### src/rtl/gray_hist_stream.sv
// Grey-level histogram engine: counts samples into NUM_BINS level bins per frame and streams
// the finished histogram one bin per valid/ready beat. Define GRAY_HIST_SAT_EN for saturating bins.
module gray_hist_stream #(
  parameter int unsigned DATA_W   = 8,
  parameter int unsigned NUM_BINS = 6,
  parameter int unsigned CNT_W    = 8,
  parameter int unsigned BIN_BASE = 1
) (
  input  logic                        i_clk,
  input  logic                        i_reset,
  input  logic                        i_gray_valid,
  input  logic [DATA_W-1:0]           i_gray_data,
  input  logic                        i_cnt_ready,
  output logic                        o_cnt_valid,
  output logic [$clog2(NUM_BINS)-1:0] o_cnt_bin,
  output logic [CNT_W-1:0]            o_cnt_data,
  output logic                        o_cnt_last,
  output logic                        o_oor_pulse,
  output logic                        o_overrun
);
  localparam int unsigned BIN_W = $clog2(NUM_BINS);
  // Offset math is widened so NUM_BINS up to 64 never truncates against a narrow DATA_W
  localparam int unsigned OFF_W = ((DATA_W > 7) ? DATA_W : 7) + 1;
  localparam logic [BIN_W-1:0] LAST_BIN = BIN_W'(NUM_BINS - 1);

  typedef enum logic {S_IDLE, S_DUMP} state_t;

  state_t           r_state, w_state_nxt;
  logic             r_gv_d;
  logic [CNT_W-1:0] r_live [NUM_BINS];
  logic [CNT_W-1:0] r_snap [NUM_BINS];
  logic [BIN_W-1:0] r_idx, w_idx_nxt;
  logic             r_valid, r_last, r_oor, r_overrun;
  logic [BIN_W-1:0] r_bin;
  logic [CNT_W-1:0] r_data;
  logic             w_fe, w_in_range, w_snap_ld, w_overrun;
  logic             w_valid_nxt, w_last_nxt;
  logic [CNT_W-1:0] w_data_nxt;
  logic [OFF_W-1:0] w_off;
  logic [BIN_W-1:0] w_hit_bin;

  function automatic logic [CNT_W-1:0] f_inc(input logic [CNT_W-1:0] v);
`ifdef GRAY_HIST_SAT_EN
    return (&v) ? v : v + CNT_W'(1);
`else
    return v + CNT_W'(1);
`endif
  endfunction

  assign w_fe       = r_gv_d & ~i_gray_valid;
  assign w_off      = OFF_W'(i_gray_data) - OFF_W'(BIN_BASE);
  assign w_in_range = (OFF_W'(i_gray_data) >= OFF_W'(BIN_BASE)) && (w_off < OFF_W'(NUM_BINS));
  assign w_hit_bin  = w_off[BIN_W-1:0];

  // Live bank: cleared at every frame end, whether or not the snapshot is taken
  always_ff @(posedge i_clk) begin
    if (i_reset || w_fe) begin
      for (int unsigned i = 0; i < NUM_BINS; i++) r_live[i] <= '0;
    end else if (i_gray_valid && w_in_range) begin
      r_live[w_hit_bin] <= f_inc(r_live[w_hit_bin]);
    end
  end

  always_ff @(posedge i_clk) begin
    if (i_reset) begin
      for (int unsigned i = 0; i < NUM_BINS; i++) r_snap[i] <= '0;
    end else if (w_snap_ld) begin
      r_snap <= r_live;
    end
  end

  // Next state, readout index and next registered output values
  always_comb begin
    w_state_nxt = r_state;
    w_idx_nxt   = r_idx;
    w_snap_ld   = 1'b0;
    w_overrun   = 1'b0;
    w_valid_nxt = 1'b0;
    w_last_nxt  = 1'b0;
    w_data_nxt  = '0;
    case (r_state)
      S_IDLE: begin
        if (w_fe) begin
          w_snap_ld   = 1'b1;
          w_idx_nxt   = '0;
          w_state_nxt = S_DUMP;
        end
      end
      S_DUMP: begin
        w_overrun = w_fe;
        if (i_cnt_ready) begin
          if (r_idx == LAST_BIN) begin
            w_idx_nxt   = '0;
            w_state_nxt = S_IDLE;
          end else begin
            w_idx_nxt = r_idx + BIN_W'(1);
          end
        end
      end
      default: w_state_nxt = S_IDLE;
    endcase
    w_valid_nxt = (w_state_nxt == S_DUMP);
    w_last_nxt  = w_valid_nxt && (w_idx_nxt == LAST_BIN);
    if (w_valid_nxt) w_data_nxt = w_snap_ld ? r_live[w_idx_nxt] : r_snap[w_idx_nxt];
  end

  always_ff @(posedge i_clk) begin
    if (i_reset) begin
      r_state   <= S_IDLE;
      r_idx     <= '0;
      r_gv_d    <= 1'b0;
      r_valid   <= 1'b0;
      r_bin     <= '0;
      r_data    <= '0;
      r_last    <= 1'b0;
      r_oor     <= 1'b0;
      r_overrun <= 1'b0;
    end else begin
      r_state   <= w_state_nxt;
      r_idx     <= w_idx_nxt;
      r_gv_d    <= i_gray_valid;
      r_valid   <= w_valid_nxt;
      r_bin     <= w_idx_nxt;
      r_data    <= w_data_nxt;
      r_last    <= w_last_nxt;
      r_oor     <= i_gray_valid & ~w_in_range;
      r_overrun <= w_overrun;
    end
  end

  assign o_cnt_valid = r_valid;
  assign o_cnt_bin   = r_bin;
  assign o_cnt_data  = r_data;
  assign o_cnt_last  = r_last;
  assign o_oor_pulse = r_oor;
  assign o_overrun   = r_overrun;
endmodule
### config.mk
export PLATFORM = sky130hd
export DESIGN_NAME = gray_hist_stream
export DESIGN_NICKNAME = d
export VERILOG_FILES = /design/src/rtl/gray_hist_stream.sv
export SDC_FILE = /design/constraint.sdc
export NUM_CORES = 1
export LEC_CHECK = 0
export ABC_CLOCK_PERIOD_IN_PS = 7480
export CAP_MARGIN = 20
export CORE_MARGIN = 8
export CORE_UTILIZATION = 66
export CTS_BUF_LIST = sky130_fd_sc_hd__clkbuf_8
export CTS_CLUSTER_SIZE = 25
export DETAILED_ROUTE_END_ITERATION = 8
export PLACE_DENSITY = 0.94
export SLEW_MARGIN = 10
export SYNTH_ARGS = -nofsm -noshare
export SYNTH_HDL_FRONTEND = slang
export SYNTH_SLANG_ARGS = --single-unit
export TNS_END_PERCENT = 10
### constraint.sdc
create_clock -name i_clk -period 7.48 [get_ports i_clk]
set_clock_uncertainty 0.1 [all_clocks]
set_input_delay 1.496 -clock i_clk [delete_from_list [all_inputs] [get_ports i_clk]]
set_output_delay 1.496 -clock i_clk [all_outputs]
set_load 0.02 [all_outputs]
# == After elaboration in Yosys (flattened, before gate mapping) ==
# Cells that the tools add are included.
# classes
order_cmp,5
bitwise,8
n_eq_ne,2
mux,22
n_reduce_logical,7
n_addsub,3
# op_table
cell,n
8-bit binary-select mux with 3-bit select,3
8-bit two-way mux,8
48-bit bitwise mux,1
8-bit demux with 3-bit select,1
9-bit by 3-bit < comparator with 1-bit output (second input constant),1
3-bit two-way mux,3
8-bit by 1-bit subtractor with 9-bit output (second input constant),1
8-bit by 1-bit adder with 8-bit output (second input constant),1
4-bit greater-or-equal comparator (second input constant),2
8-bit by 1-bit greater-or-equal comparator with 1-bit output (second input constant),1
3-bit NOT with 4-bit output,2
3-bit equality test (second input constant),2
3-bit case mux with 2 select lines,1
1-bit logical AND,4
4-bit by 1-bit < comparator with 1-bit output (second input constant),1
1-bit two-way mux,4
1-bit NOT,4
2-bit OR reduction,2
3-bit by 1-bit adder with 3-bit output (second input constant),1
1-bit bitwise AND,2
1-bit case mux with 2 select lines,1
1-bit logical OR,1
# word_totals
wordCells,66
out_inout_bits,15
register_bits,112
input_bits,12

# == Longest topological paths before layout ==
# logic_depth
depth_word,9
mapped_depth,12

# == Least setup slack after synthesis ==
# OpenSTA, ideal clock, no wires.
# synth_path
path_type,in2reg
start,input i_gray_data[0]
end,register r_live[22] (netlist name)
t_required_ns,7.310
path_stages,11
t_arrival_ns,3.886
setup_slack_ns,3.424
cell_sequence,clkinv_1 > ha_1 > buf_2 > mux4_2 > a22oi_1 > inv_1 > ha_1 > nor3b_4 > nand4_2 > or3b_1 > a21oi_1
# synth_via
elab_chain_cells,7
word_cells_on_any_way,16
classes_between,add/sub: 2; order compare: 4; mux: 6; bitwise: 1; reduce/logical: 3
# synth_rtl
element,line_no,rtl
from (decl),12,"input logic [DATA_W-1:0] i_gray_data,"
8-bit by 1-bit subtractor with 9-bit output,51,assign w_off = OFF_W'(i_gray_data) - OFF_W'(BIN_BASE);
3-bit NOT with 4-bit output (not written as such),60,r_live[w_hit_bin] <= f_inc(r_live[w_hit_bin]);
8-bit binary-select mux with 3-bit select (tied with other cells),60,
8-bit two-way mux (not written as such) / 1-bit logical AND (equally long branches),60,
8-bit two-way mux (not written as such),60,
8-bit by 1-bit adder with 8-bit output / 8-bit demux with 3-bit select (equally long branches),"46, 60",
48-bit bitwise mux,60,
"to (signal, indexed assignment)",60,
to (decl),30,logic [CNT_W-1:0] r_live [NUM_BINS];
# Several ways; a longest one is shown, not always the timed one. The select of a mux whose other input is x is not followed.
# A chain may end at the register's enable or synchronous reset.

# == Final worst setup path ==
# Ends and elaborated chain as after synthesis.

==> Flow_metrics.wiki <==
{| class="wikitable"
! Metric !! Value
|-
| Weighted congestion reported at the end of routability-driven placement || 0.9996
|-
| Count of cells resized by post-cts repair || 0
|-
| Worst Setup Slack, final || 2024 ps
|-
| Fraction of post-synthesis cell area in the top cell type by area || 0.4457
|-
| Measured slew at the worst slew-check pin || 1014 ps
|-
| Antenna diode count || 0
|-
| Final setup violation count || 0
|-
| Die Outline Area || 10670 µm²
|-
| Start-to-end type of the worst setup path || input port to flip-flop
|-
| Worst slack at placement || 1766 ps
|-
| Initial core utilization || 0.6648
|-
| Latest clock arrival within the worst-skew pair || 370 ps
|-
| Router iterations before antenna repair || 5
|-
| Ratio of cells with drive above 1 in the final layout || 0.08514
|-
| Total core area || 7567 µm²
|-
| Number of setup buffers added after CTS || 0
|-
| Antenna violations before repair || 0
|-
| Total half-perimeter wirelength after legalization and detailed placement || 8924 µm
|-
| Pwr Density || 186.7 nW/µm²
|-
| Cell type with the highest aggregate area in the netlist || sky130_fd_sc_hd__dfxtp_1
|-
| Endpoint arrival time on the critical path || 5600 ps
|-
| Required time at the worst-slack endpoint || 7620 ps
|-
| Wire per inst || 18.57 µm
|-
| Finished Cell Area || 5508 µm²
|-
| Post-synth top cells || sky130_fd_sc_hd__nand2_1 (143), sky130_fd_sc_hd__dfxtp_1 (112), sky130_fd_sc_hd__a21oi_1 (71)
|-
| Cells along the critical path || clkdlybuf4s50_1 > buf_4 > clkinv_1 > ha_1 > mux4_2 > a22oi_1 > inv_1 > ha_1 > nor3b_4 > a31oi_1 > or3b_1 > a21oi_1
|-
| Worst ir drop on vdd || 0.1137 mV
|-
| Pin count of the biggest net entering global routing || 59
|-
| Total placed instance area || 5305 µm²
|-
| Hold Path Class || flip-flop to flip-flop
|-
| Count of final max-slew check failures || 0
|-
| Clk pin slew, worst setup/hold paths || 100 ps
|-
| Global-route usage over all layers || 0.2577
|-
| Vias in the first global route || 4159
|-
| Launching element type of the critical path || input port
|-
| Final non-filler cell total || 701
|-
| EDFF count, synth || 0
|-
| Max Cap Viol || 0
|-
| Static leakage power || 0.001983 µW
|-
| Cell area after synthesis || 5031 µm²
|-
| Cell at the root of the clock tree || sky130_fd_sc_hd__clkbuf_8
|-
| Width of the chip || 103.3 µm
|-
| Number of clock sinks seen by CTS || 112
|-
| Fill cells || 530
|-
| Relative slew slack || 0.3185
|-
| Area delta synth->final || 9.475%
|-
| Total Nets Final || 608
|-
| Biggest area contributors in the synthesized netlist || sky130_fd_sc_hd__dfxtp_1 (45%), sky130_fd_sc_hd__nand2_1 (11%), sky130_fd_sc_hd__a21oi_1 (7.1%)
|-
| Status || finished clean
|-
| Global-route wire length before repair || 21110 µm
|-
| Min Clock Period, post-route || 5456 ps
|-
| Setup TNS after final layout || 0 ps
|-
| Final number of hold-violating endpoints || 0
|-
| Critical Path Max Stage Delay || 840 ps
|-
| Number of DRC violations after detailed routing || 0
|-
| Async set-reset flop share out of synthesis || 0
|-
| Die H || 103.3 µm
|-
| Clock Tree Buf Depth || 2
|-
| H-tree depth reported by CTS || 3
|-
| Top delay family on crit path || buffers and inverters
|-
| Setup slack on the worst flop-to-flop path || 4610 ps
|-
| Cell with the most instances after synthesis || sky130_fd_sc_hd__nand2_1
|-
| Mean area per synthesized cell || 8.542 µm²
|-
| Share of the cycle needed by the critical path after routing || 0.7295
|-
| Number of buffers inserted for hold repair after clock tree synthesis || 0
|-
| Number of synthesized register bits || 112
|-
| Most used cell, CP || sky130_fd_sc_hd__ha_1
|-
| Top flip-flop cell by instance count after synthesis || sky130_fd_sc_hd__dfxtp_1
|-
| Row count || 32
|-
| Final routed wirelength across all metal layers || 13020 µm
|-
| Combined buffer and inverter count along the critical path || 4
|-
| Total overflow reported by the global router || 0
|-
| Iter 0 DRT Violations || 457
|-
| Total CTS buffers || 9
|-
| TritonCTS clock tree || done
|-
| Placed Cells || 684
|-
| Crit path max-delay cell type || sky130_fd_sc_hd__ha_1
|-
| Crit Path Max Fanout || 22
|-
| Vias per inst || 6.301
|-
| Final Util || 0.7278
|-
| Endpoint type of the worst setup path || flip-flop
|-
| Io pins || 27
|-
| Net count after synthesis || 603
|-
| Count of yosys warnings during synthesis || 0
|-
| Antenna violation net count after detailed routing || 0
|-
| Sequential cell area fraction in the yosys report || 0.4457
|-
| FMAX || 183.3 MHz
|-
| RSZ-0062 raised after global routing || no
|-
| Number of cells produced by synthesis || 589
|-
| Buffers on Ports || 26
|-
| Via count || 4417
|-
| Distinct cell type count of the synthesized netlist || 52
|}
-- sequential cells by signal, indices dropped and copies added (netlist names) --
register and count:
o_cnt_bin 3, o_cnt_last 1, o_cnt_data 8, r_gv_d 1, o_overrun 1, o_oor_pulse 1
o_cnt_valid 1, r_snap 48, r_live 48
-- per-layer routing --
| metal | global-route usage | up-vias | wire length (µm) |
|---|---|---|---|
| li1 | - | 2071 | - |
| met1 | 0.3347 | 2044 | 5367 |
| met2 | 0.3935 | 250 | 5909 |
| met3 | 0.06560 | 52 | 1256 |
| met4 | 0.1201 | 0 | 485 |
| met5 | 0 | - | 0 |
-- final cells by class --
type,instances,area (µm²),area share
multi-input cells,431,2609,0.4736
flip-flops and latches,112,2242,0.4071
repair buffers,33,307.8,0.05588
well taps,102,127.6,0.02317
clock buffers,9,123.9,0.02249
clock inverters,7,71.32,0.01295
inverters,7,26.28,0.004771
-- worst register-to-register path, stage by stage, from the launching register on --
cell	delay [ps]
sky130_fd_sc_hd__dfxtp_1	400
sky130_fd_sc_hd__mux4_2	490
sky130_fd_sc_hd__a22oi_1	490
sky130_fd_sc_hd__inv_1	190
sky130_fd_sc_hd__ha_1	270
sky130_fd_sc_hd__nor3b_4	170
sky130_fd_sc_hd__a31oi_1	370
sky130_fd_sc_hd__or3b_1	190
sky130_fd_sc_hd__a21oi_1	70
-- power breakdown --
part           switching [µW]  internal, µW
Combinational            47.2          21.0
Sequential               1.52           597
Clock                     205           157
-- placed cells by master (no fill, tap or decap), types with 5 or more instances in the layout --
cell	netlist	layout
sky130_fd_sc_hd__a21oi_1	71	71
sky130_fd_sc_hd__buf_4	1	7
sky130_fd_sc_hd__mux4_2	11	11
sky130_fd_sc_hd__nand4_1	6	6
sky130_fd_sc_hd__nor3_1	8	8
sky130_fd_sc_hd__or3b_1	5	5
sky130_fd_sc_hd__nand3_1	32	32
sky130_fd_sc_hd__nand3b_1	10	10
sky130_fd_sc_hd__dfxtp_1	112	112
sky130_fd_sc_hd__or3_1	6	6
sky130_fd_sc_hd__mux2_2	6	6
sky130_fd_sc_hd__clkdlybuf4s50_1	0	25
sky130_fd_sc_hd__inv_1	6	8
sky130_fd_sc_hd__a221o_1	7	7
sky130_fd_sc_hd__nor2_1	32	31
sky130_fd_sc_hd__nand2_1	143	143
sky130_fd_sc_hd__mux2i_1	20	20
sky130_fd_sc_hd__a31oi_1	10	10
sky130_fd_sc_hd__nor2b_1	5	5
sky130_fd_sc_hd__clkbuf_8	0	9
sky130_fd_sc_hd__o21ai_0	15	15
-- worst paths after layout --
check | startpoint | to | cells after the start
setup / recovery | i_gray_data[0] | r_live[22] | 12
hold / removal | r_snap[31] | r_snap[31] | 2
setup reg to reg | r_live[40] | r_live[22] | 8
hold reg to reg | r_snap[31] | r_snap[31] | 2
-- stage by stage --
stage | total power, µW | hold WS [ps]
2_1_floorplan | 658.4 | 333.1
3_3_place_gp | 677.2 | 339.2
3_5_place_dp | 678.6 | 347.0
4_1_cts | 1029 | 361.9
5_1_grt | 1060 | 383.2
6_report | 1029 | 359.1
-- kinds of logic after synthesis --
logic type	Yosys count	synth area share
simple gates	267	0.2487
compound gates	117	0.1368
flops	112	0.4457
buf+inv	46	0.03631
mux	40	0.1174
xor+xnor	5	0.01020
fa+ha+maj	2	0.004973
No activity file was read; power rests on OpenSTA's default activity.
